### config.mk
export PLATFORM = sky130hd
export DESIGN_NAME = wb_obi_bridge
export DESIGN_NICKNAME = d
export VERILOG_FILES = /design/src/rtl/wb_obi_bridge.sv
export SDC_FILE = /design/constraint.sdc
export NUM_CORES = 1
export LEC_CHECK = 0
export BUFFER_PORTS_ARGS = -buffer_cell sky130_fd_sc_hd__buf_2
export CORE_MARGIN = 5
export CORE_UTILIZATION = 48
export DETAILED_ROUTE_END_ITERATION = 8
export GPL_TIMING_DRIVEN = 0
export PLACE_DENSITY = 0.81
export SETUP_SLACK_MARGIN = 0.1
export SYNTH_ARGS = -nofsm -noshare
export SYNTH_HDL_FRONTEND = slang
export SYNTH_SLANG_ARGS = --single-unit
### constraint.sdc
create_clock -name clk_i -period 2.6 [get_ports clk_i]
set_input_delay 0.52 -clock clk_i [delete_from_list [all_inputs] [get_ports clk_i]]
set_output_delay 0.52 -clock clk_i [all_outputs]
set_load 0.05 [all_outputs]
### src/rtl/wb_obi_bridge.sv
// Wishbone classic (single-clock) responder to OBI initiator bridge.
// Each accepted WB cycle becomes exactly one OBI request/response
// transaction, and the bridge returns a single-cycle WB ack. Only one
// transaction is in flight at a time, and every output is registered.
// Optional feature macro: WB_OBI_TIMEOUT_EN. When it is defined, the bridge
// bounds the wait for obi_rvalid_i, answers a timeout with wb_err_o and
// 0xDEADBEEF, and later discards the late response.
module wb_obi_bridge #(
  parameter int unsigned ADDR_WIDTH = 32,
  parameter int unsigned DATA_WIDTH = 32,
  parameter logic [ADDR_WIDTH-1:0] OBI_BASE_ADDR = '0
`ifdef WB_OBI_TIMEOUT_EN
  , parameter int unsigned TIMEOUT_CYCLES = 255
`endif
) (
  input  logic                  clk_i,
  input  logic                  rst_ni,
  input  logic                  wb_cyc_i,
  input  logic                  wb_stb_i,
  input  logic                  wb_we_i,
  input  logic [3:0]            wb_sel_i,
  input  logic [ADDR_WIDTH-1:0] wb_addr_i,
  input  logic [DATA_WIDTH-1:0] wb_wdata_i,
  output logic [DATA_WIDTH-1:0] wb_rdata_o,
  output logic                  wb_ack_o,
  output logic                  wb_err_o,
  output logic                  obi_req_o,
  input  logic                  obi_gnt_i,
  output logic [ADDR_WIDTH-1:0] obi_addr_o,
  output logic                  obi_we_o,
  output logic [3:0]            obi_be_o,
  output logic [DATA_WIDTH-1:0] obi_wdata_o,
  input  logic                  obi_rvalid_i,
  input  logic [DATA_WIDTH-1:0] obi_rdata_i
);

  localparam logic [ADDR_WIDTH-1:0] ALIGN_MASK = ~ADDR_WIDTH'(3);

  typedef enum logic [1:0] {IDLE, REQ, RESP, ACK} state_t;

  state_t                state_q, state_d;
  logic                  req_q, req_d;
  logic [ADDR_WIDTH-1:0] addr_q, addr_d;
  logic                  we_q, we_d;
  logic [3:0]            be_q, be_d;
  logic [DATA_WIDTH-1:0] wdata_q, wdata_d;
  logic [DATA_WIDTH-1:0] rdata_q, rdata_d;
  logic                  ack_q, ack_d;
  logic                  aborted_q, aborted_d;
  logic                  accept;
  logic                  suppress;

`ifdef WB_OBI_TIMEOUT_EN
  localparam int unsigned CNT_WIDTH = $clog2(TIMEOUT_CYCLES + 1);
  localparam logic [CNT_WIDTH-1:0] CNT_LAST = CNT_WIDTH'(TIMEOUT_CYCLES - 1);
  localparam logic [DATA_WIDTH-1:0] ERR_DATA = DATA_WIDTH'(32'hDEAD_BEEF);

  logic                 err_q, err_d;
  logic                 stale_q, stale_d;
  logic [CNT_WIDTH-1:0] cnt_q, cnt_d;

  assign accept = wb_cyc_i & wb_stb_i & ~ack_q & ~err_q & ~stale_q;
  assign wb_err_o = err_q;
`else
  assign accept = wb_cyc_i & wb_stb_i & ~ack_q;
  assign wb_err_o = 1'b0;
`endif

  // A master that has already dropped cyc must not see a response pulse
  assign suppress = aborted_q | ~wb_cyc_i;

  // Next-state and next-output logic for the transaction sequencer
  always_comb begin
    state_d   = state_q;
    req_d     = req_q;
    addr_d    = addr_q;
    we_d      = we_q;
    be_d      = be_q;
    wdata_d   = wdata_q;
    rdata_d   = rdata_q;
    ack_d     = 1'b0;
    aborted_d = aborted_q;
`ifdef WB_OBI_TIMEOUT_EN
    err_d     = 1'b0;
    cnt_d     = cnt_q;
    stale_d   = stale_q;
    if (stale_q && obi_rvalid_i) begin
      stale_d = 1'b0;
    end
`endif
    case (state_q)
      IDLE: begin
        aborted_d = 1'b0;
        if (accept) begin
          addr_d  = (wb_addr_i + OBI_BASE_ADDR) & ALIGN_MASK;
          we_d    = wb_we_i;
          be_d    = wb_sel_i;
          wdata_d = wb_wdata_i;
          req_d   = 1'b1;
          state_d = REQ;
        end
      end
      REQ: begin
        if (!wb_cyc_i) begin
          aborted_d = 1'b1;
        end
        if (obi_gnt_i) begin
          req_d   = 1'b0;
          state_d = RESP;
`ifdef WB_OBI_TIMEOUT_EN
          cnt_d   = '0;
`endif
        end
      end
      RESP: begin
        if (!wb_cyc_i) begin
          aborted_d = 1'b1;
        end
        if (obi_rvalid_i) begin
          rdata_d = obi_rdata_i;
          ack_d   = ~suppress;
          state_d = ACK;
        end
`ifdef WB_OBI_TIMEOUT_EN
        else if (cnt_q == CNT_LAST) begin
          rdata_d = ERR_DATA;
          err_d   = ~suppress;
          stale_d = 1'b1;
          state_d = ACK;
        end else begin
          cnt_d = cnt_q + CNT_WIDTH'(1);
        end
`endif
      end
      ACK: begin
        state_d = IDLE;
      end
      default: begin
        state_d = IDLE;
      end
    endcase
  end

  // State and registered outputs; reset silently drops any transaction
  always_ff @(posedge clk_i or negedge rst_ni) begin
    if (!rst_ni) begin
      state_q   <= IDLE;
      req_q     <= 1'b0;
      addr_q    <= '0;
      we_q      <= 1'b0;
      be_q      <= '0;
      wdata_q   <= '0;
      rdata_q   <= '0;
      ack_q     <= 1'b0;
      aborted_q <= 1'b0;
`ifdef WB_OBI_TIMEOUT_EN
      err_q     <= 1'b0;
      stale_q   <= 1'b0;
      cnt_q     <= '0;
`endif
    end else begin
      state_q   <= state_d;
      req_q     <= req_d;
      addr_q    <= addr_d;
      we_q      <= we_d;
      be_q      <= be_d;
      wdata_q   <= wdata_d;
      rdata_q   <= rdata_d;
      ack_q     <= ack_d;
      aborted_q <= aborted_d;
`ifdef WB_OBI_TIMEOUT_EN
      err_q     <= err_d;
      stale_q   <= stale_d;
      cnt_q     <= cnt_d;
`endif
    end
  end

  assign obi_req_o   = req_q;
  assign obi_addr_o  = addr_q;
  assign obi_we_o    = we_q;
  assign obi_be_o    = be_q;
  assign obi_wdata_o = wdata_q;
  assign wb_rdata_o  = rdata_q;
  assign wb_ack_o    = ack_q;

endmodule

# Word-level counts from Yosys, hierarchy flattened
# Cells that the tools add are included.
# word_totals
register_bits,104
input_bits,107
output_inout_bits,104
wordCells,42
# classes
n_eq_ne,7
muxes,11
n_bitwise,6
reduce_logical,9
# ops
operator,n
$ne 2x2->1 const B,4
$pmux 2 s4,1
$mux 2,3
$reduce_and 2->1,3
$reduce_and 3->1,2
$mux 1,5
$eq 2x2->1 const B,2
$pmux 1 s2,2
$reduce_bool 2->1,2
$not 1->1,3
$and 1x1->1,2
$eq 2x1->1 const B,1
$logic_not 2->1,1
$reduce_or 2->1,1
$or 1x1->1,1

# Depth between registers and ports, before layout
# Gate-level depths: netlist of run 1.
# depth
depth_word,5
ltp_mapped,7
depth_no_buf,5

# Least setup slack after synthesis of run 1
# Ideal clock, no wire load.
# synth_timing
kind,flip-flop to flip-flop
from,"register ack_q, in the netlist wb_ack_o"
to,"register addr_q[20], in the netlist obi_addr_o[20]"
arrival_time_ns,1.502
required_time_ns,2.475
setup_slack_ns,0.973
stages_incl_launch_ff,5
n_path_buf,2
path_cell_list,dfrtp_1 -> nand4b_2 -> buf_4 -> buf_6 -> mux2_2
# synth_via
elab_chain_len,3
# synth_rtl
element,line,source
start: declaration,48,"logic ack_q, ack_d;"
start signal: assignment,169,ack_q <= ack_d;
$not 1->1,65,assign accept = wb_cyc_i & wb_stb_i & ~ack_q;
$and 1x1->1,65,
$reduce_and 2->1 (no source line),--,
end signal: assignment,164,addr_q <= addr_d;
end: declaration,43,"logic [ADDR_WIDTH-1:0] addr_q, addr_d;"
# No other way between the ends.
# A chain may end at the register's enable or synchronous reset.

# Final worst setup path of run 1
# layout_timing
from,register state_q[0]
to,"register addr_q[27], in the netlist obi_addr_o[27]"
# layout_via
elab_chain_len,2
# layout_rtl
element,line,source
start: declaration,41,"state_t state_q, state_d;"
start signal: assignment,162,state_q <= state_d;
$logic_not 2->1,91,case (state_q)
$reduce_and 2->1 (no source line),--,
# No other way between the ends.

==> impl_metrics.tcl, run 1 <==
set metrics [dict create \
    run_status "finished, final reports clean" \
    cts_buffer_depth 2 \
    first_global_vias 2978 \
    place.gp.congestion 0.7891 \
    top_area_cells_in_the_synthesized_netlist "dfrtp_1 (66%), mux2_2 (28%), ha_1 (0.95%)" \
    period_needed_ps 1747 \
    grt_setup_unrepaired "no" \
    post_route_insts_no_fill 567 \
    critical_path.startpoint_type "register" \
    drt.antenna.violating_nets 0 \
    worst_r2r_path_depth 6 \
    setup_viol 0 \
    overflow_after_grt 0 \
    worst_ep_arrival_time_ps 1980 \
    synthToLayoutAreaGrowth_pct 35.33 \
    synth-edff-count 0 \
    grt_antenna_before_repair 0 \
    synth.distinct_cells 18 \
    h_tree_lvl_count 3 \
    maximum_number_of_pins_on_one_net_before_global_route_repair 68 \
    fin_worst_skew_ps 14.61 \
    dp_slack_ps 861.7 \
    cts_num_sinks 104 \
    timing.max_cap.violations 0 \
    post-synth-top-count-cell "dfrtp_1" \
    clk_root_buffer_cell "clkbuf_8" \
    drtIter0Drc 48 \
    n_antenna_cell 0 \
    fin_tns_setup_ps 0 \
    nets 567 \
    numCtsBuffers 9 \
    total_number_of_placement_rows 33 \
    synthTopCellsByCount "dfrtp_1 (104), mux2_2 (100), buf_2 (7), inv_1 (5), buf_4 (4)" \
    port_buffers 205 \
    clock_latency_on_the_worst_skew_pair_ps 360 \
    crit_path_end_kind "register" \
    cts.repair_timing.setup_buffer_count 0 \
    pin_count 211 \
    remaining_drc_errors 0 \
    worst_ep_required_time_ps 2830 \
    timing_worst_setup_path_type "register to register" \
    grt.total_usage_pct 17.97 \
    placeableCoreArea_sq_um 8134 \
    drt_wl_total_um 9071 \
    detailroute.via_count 2727 \
    synth.top_cell.area_share_pct 65.68 \
    dominantRegCellSynth "dfrtp_1" \
    fmax_ghz 0.5723 \
    reg2reg_slack_ps 850 \
    hold_viol_final 0 \
    dieWidth_um 100.9 \
    grt_first_pass_wirelength_um 14290 \
    async_set_or_reset_register_ratio_after_synthesis_pct 100.0 \
    cts_repair_resize_count 0 \
    synth_area_sq_um 3963 \
    initial_utilization_pct 48.72 \
    synthesis.instances 238 \
    place.detailed.instances 551 \
    hold_path.class "input port to asynchronous set/reset pin" \
    yosysTopAreaCell "dfrtp_1" \
    layout_worst_path_cycle_share_pct 67.21 \
    synth_area_per_cell_sq_um 16.65 \
    synth_warnings 0 \
    drive_above_1_share_pct 72.51 \
    finalMaxSlewViolations 0 \
    dieArea_sq_um 10170 \
    ctsHoldBuffers 0 \
    detailedPlacementHpwl_um 7293 \
    dr.pass1.iters 4 \
    hold_slack_ps 126.9 \
    tritoncts "yes" \
    post_synthesis_sequential_area_ratio_pct 65.68 \
    crit_path_max_fanout 10 \
    cts.reportedPaths.clkPinSlew_ps 110 \
    worst_slack_ps 852.6 \
    die_height_um 100.9 \
    post_drt_wl_per_cell_um 16.00 \
    yosys_register_bits 104 \
    vias_per_cell 4.810 \
]
==> metal layers <==
metal  vias to the layer above  part of all wire (%)  track usage, %
met5                         -                     0               0
met4                         0                   1.8           6.736
met3                        16                    10           5.467
met2                       130                    50           31.65
met1                      1322                    37           20.47
li1                       1259                     -               -
==> critical path, stage by stage, from the launching register on <==
cell	delay [ps]
dfrtp_1	390
inv_1	80
ha_1	270
nand4b_2	160
buf_4	210
buf_6	170
mux2_2	350
==> state kept, by name (all words and copies together) (netlist names) <==
register	flops
aborted_q	1
obi_addr_o	30
obi_be_o	4
obi_req_o	1
obi_wdata_o	32
obi_we_o	1
state_q	2
wb_ack_o	1
wb_rdata_o	32
==> cell type report <==
class	count	area (sq um)
flip-flops and latches	104	2603
plain buffers	13	87.58
repair buffers	206	1056
fillers	625	2771
clock inverters	5	63.81
inverters	5	18.77
well taps	105	131.4
multi-input cells	118	1261
clock buffers	11	141.4
==> per-stage QoR <==
step	instance area (sq um)	utilization [%]
6_report	5363	65.93
5_1_grt	5363	65.93
4_1_cts	5363	65.93
3_5_place_dp	5157	63.41
3_3_place_gp	5127	63.04
2_1_floorplan	3970	-
==> logic make-up after synthesis <==
group,synth area share (%)
AO/OA/AOI/OAI,1.137
adder cells (fa/ha/maj),0.9474
buffers and inverters,2.684
flip-flops,65.68
multiplexers,28.42
other,0.09464
AND/OR/NAND/NOR,1.042
==> cell usage in the layout (no fill, tap or decap), drive strengths merged <==
cell      synthesis  final
a221oi            1      1
a31oi             1      1
buf              13    219
bufinv            0      1
clkbuf            0     11
clkinv            0      1
clkinvlp          0      1
conb              1      3
dfrtp           104    104
ha                3      3
inv               5      7
mux2            100    100
nand2             2      2
nand3b            1      1
nand4b            1      1
nor2b             1      1
nor3              1      1
o21ai             2      2
o21ba             1      1
o32a              1      1
==> final timing paths <==
path	startpoint	endpoint
max	state_q[0]	obi_addr_o[27]
min	rst_ni	obi_addr_o[21]
max reg2reg	state_q[0]	obi_addr_o[27]
min reg2reg	aborted_q	wb_ack_o
max in group asynchronous	rst_ni	obi_wdata_o[25]
min in group clk_i	obi_gnt_i	obi_req_o
Power of run 1 is left out: the tool's default activity adds up to more than one toggle a clock period on the data nets, which glitch-free logic cannot reach.
==> inputs of run 2 (changes only) <==
--- a/config.mk
+++ b/config.mk
@@ -7,10 +7,10 @@
 export LEC_CHECK = 0
 export BUFFER_PORTS_ARGS = -buffer_cell sky130_fd_sc_hd__buf_2
 export CORE_MARGIN = 5
-export CORE_UTILIZATION = 48
+export CORE_UTILIZATION = 40
 export DETAILED_ROUTE_END_ITERATION = 8
 export GPL_TIMING_DRIVEN = 0
-export PLACE_DENSITY = 0.81
+export PLACE_DENSITY = 0.71
 export SETUP_SLACK_MARGIN = 0.1
 export SYNTH_ARGS = -nofsm -noshare
 export SYNTH_HDL_FRONTEND = slang
==> constraint.sdc (replaced) <==
create_clock -name clk_i -period 1.6 [get_ports clk_i]
set_input_delay 0.32 -clock clk_i [delete_from_list [all_inputs] [get_ports clk_i]]
set_output_delay 0.32 -clock clk_i [all_outputs]
set_load 0.05 [all_outputs]
==> run 2 against run 1 <==
  * Non-clock buffer count grew 11
  * Setup slack got worse by 790 ps
  * Clock skew is 2.8 ps lower
  * Count of clock-buffer cells in the layout grew 1
  * Maximum frequency is 14% higher
  * First-iteration DRC count rose by 79%
  * Die area rose by 18%
  * Sequential share of layout area decreased by 1.5 points
  * Utilization down 9.0 points
  * Via count grew 1.3%
  * Sequential cell count unchanged
  * Critical endpoint is now state_q[1]
==> impl_metrics.tcl, run 2 (same netlist as run 1, synthesis figures left out) <==
set metrics [dict create \
    run_status "finished, final reports clean" \
    place.gp.congestion 0.6687 \
    tritoncts "yes" \
    grt_setup_unrepaired "yes" \
    fmax_ghz 0.6502 \
    placeableCoreArea_sq_um 9729 \
    period_needed_ps 1538 \
    pin_count 211 \
    timing.max_cap.violations 0 \
    min_delay_path_depth 2 \
    overflow_after_grt 0 \
    dieArea_sq_um 12000 \
    place.detailed.instances 579 \
    timing_worst_setup_path_type "register to register" \
    crit_path_max_incr_delay_ps 400 \
    h_tree_lvl_count 3 \
    synthToLayoutAreaGrowth_pct 39.75 \
    dr.pass1.iters 4 \
    cts.reportedPaths.clkPinSlew_ps 90 \
    worst_ep_arrival_time_ps 1770 \
    crit_path_top_delay_cell "dfrtp_1" \
    clk_root_buffer_cell "clkbuf_8" \
    first_global_vias 2946 \
    path_cells "inv_2 > ha_4 > buf_4 > a221oi_2 > mux2_4" \
    tightest_slew_ps 657.0 \
    maximum_number_of_pins_on_one_net_before_global_route_repair 56 \
    max_slew_margin_pct 56.20 \
    clock_latency_on_the_worst_skew_pair_ps 350 \
    post_route_insts_no_fill 606 \
    grt.total_usage_pct 15.11 \
    dp_slack_ps -164.6 \
    grt_first_pass_wirelength_um 14080 \
    crit_path_max_fanout 4 \
    timing.hold.worst.start "obi_gnt_i" \
    mostFrequentLayoutCell "buf_2" \
    hold_viol_final 0 \
    port_buffers 205 \
    cp.buffers_inverters 2 \
    detailedPlacementHpwl_um 7163 \
    drt.antenna.violating_nets 0 \
    number_of_cells_on_the_critical_path 5 \
    r2r_start "state_q[0]" \
    nets 578 \
    total_number_of_placement_rows 36 \
    initial_utilization_pct 40.73 \
    hold_path.class "input port to register" \
    numCtsBuffers 9 \
    worst_r2r_path_depth 5 \
    layout_worst_path_cycle_share_pct 96.13 \
    drtIter0Drc 86 \
    critical_path.startpoint_type "register" \
    detailroute.via_count 2762 \
    cts_buffer_depth 2 \
    worst_slack_ps 61.92 \
    finalMaxSlewViolations 0 \
    cts_num_sinks 104 \
    drive_above_1_share_pct 74.00 \
    remaining_drc_errors 0 \
    grt_antenna_before_repair 0 \
    drt_wl_total_um 9280 \
    n_antenna_cell 0 \
    setup_viol 0 \
    fillers 851 \
    crit_path_end_kind "register" \
    cp-startpoint "state_q[0]" \
    die_height_um 109.5 \
    vias_per_cell 4.558 \
    fin_worst_skew_ps 11.81 \
    dieWidth_um 109.5 \
    worst_ep_required_time_ps 1830 \
    post_drt_wl_per_cell_um 15.31 \
    most-common-layout-cells "buf_2 (206), dfrtp_1 (103), mux2_2 (99), buf_4 (15), clkbuf_8 (9)" \
    worst_path_dominant_cell_family "flip-flops" \
]
run 2: changes by cell type in the layout (fill, tap and decap cells not counted), sizes merged:
cell,before,now
buf,219,229
inv,7,6
bufinv,1,0
clkinvlp,1,3
dlygate4sd3,0,1
clkbuf,11,12
clkinv,1,0
run 2: routing by layer:
| layer | wire [um] | global-route usage [%] | vias up |
|---|---|---|---|
| met3 | 1069 | 6.048 | 11 |
| li1 | - | - | 1284 |
| met1 | 3533 | 17.67 | 1335 |
| met4 | 125 | 5.254 | 0 |
| met5 | 0 | 0 | - |
| met2 | 4551 | 25.24 | 132 |
run 2: what timing repair did:
item	4_1_cts	5_1_grt
endpoints found under the setup margin	98	97
hold buffers	1	0
resized for setup	18	4
hold endpoints to repair	5	0
pin swaps	3	0
gates cloned	1	0
buffers inserted	6	3
run 2: path summary, 6_finish.rpt:
kind | endpoint | slack (ps)
max in group asynchronous | obi_addr_o[15] | 370
hold / removal | obi_req_o | 180
setup reg to reg | state_q[1] | 60
min in group asynchronous | wb_rdata_o[7] | 530
setup / recovery | state_q[1] | 60
hold reg to reg | wb_ack_o | 450
run 2: through the flow:
stage               cell area, sq um  utilization, %  hold WS, ps  TNS, ps
CTS                             5507           56.60        142.2        0
finish                          5538           56.92        182.2        0
global route                    5538           56.92        163.8   -11.91
floorplan                       3978               -        24.41        0
global placement                5170           53.14        435.7   -91320
detailed placement              5200           53.45        395.8    -8026
run 2: area by class of cell:
class | instances | area (sq um) | share of cell area, %
flip-flops and latches | 104 | 2604 | 47.02
multi-input cells | 118 | 1303 | 23.52
repair buffers | 217 | 1154 | 20.83
well taps | 133 | 166.4 | 3.005
clock buffers | 12 | 135.1 | 2.440
plain buffers | 13 | 126.4 | 2.282
clock inverters | 4 | 31.28 | 0.5648
inverters | 5 | 18.77 | 0.3389
Power of run 2 is left out for the same reason.
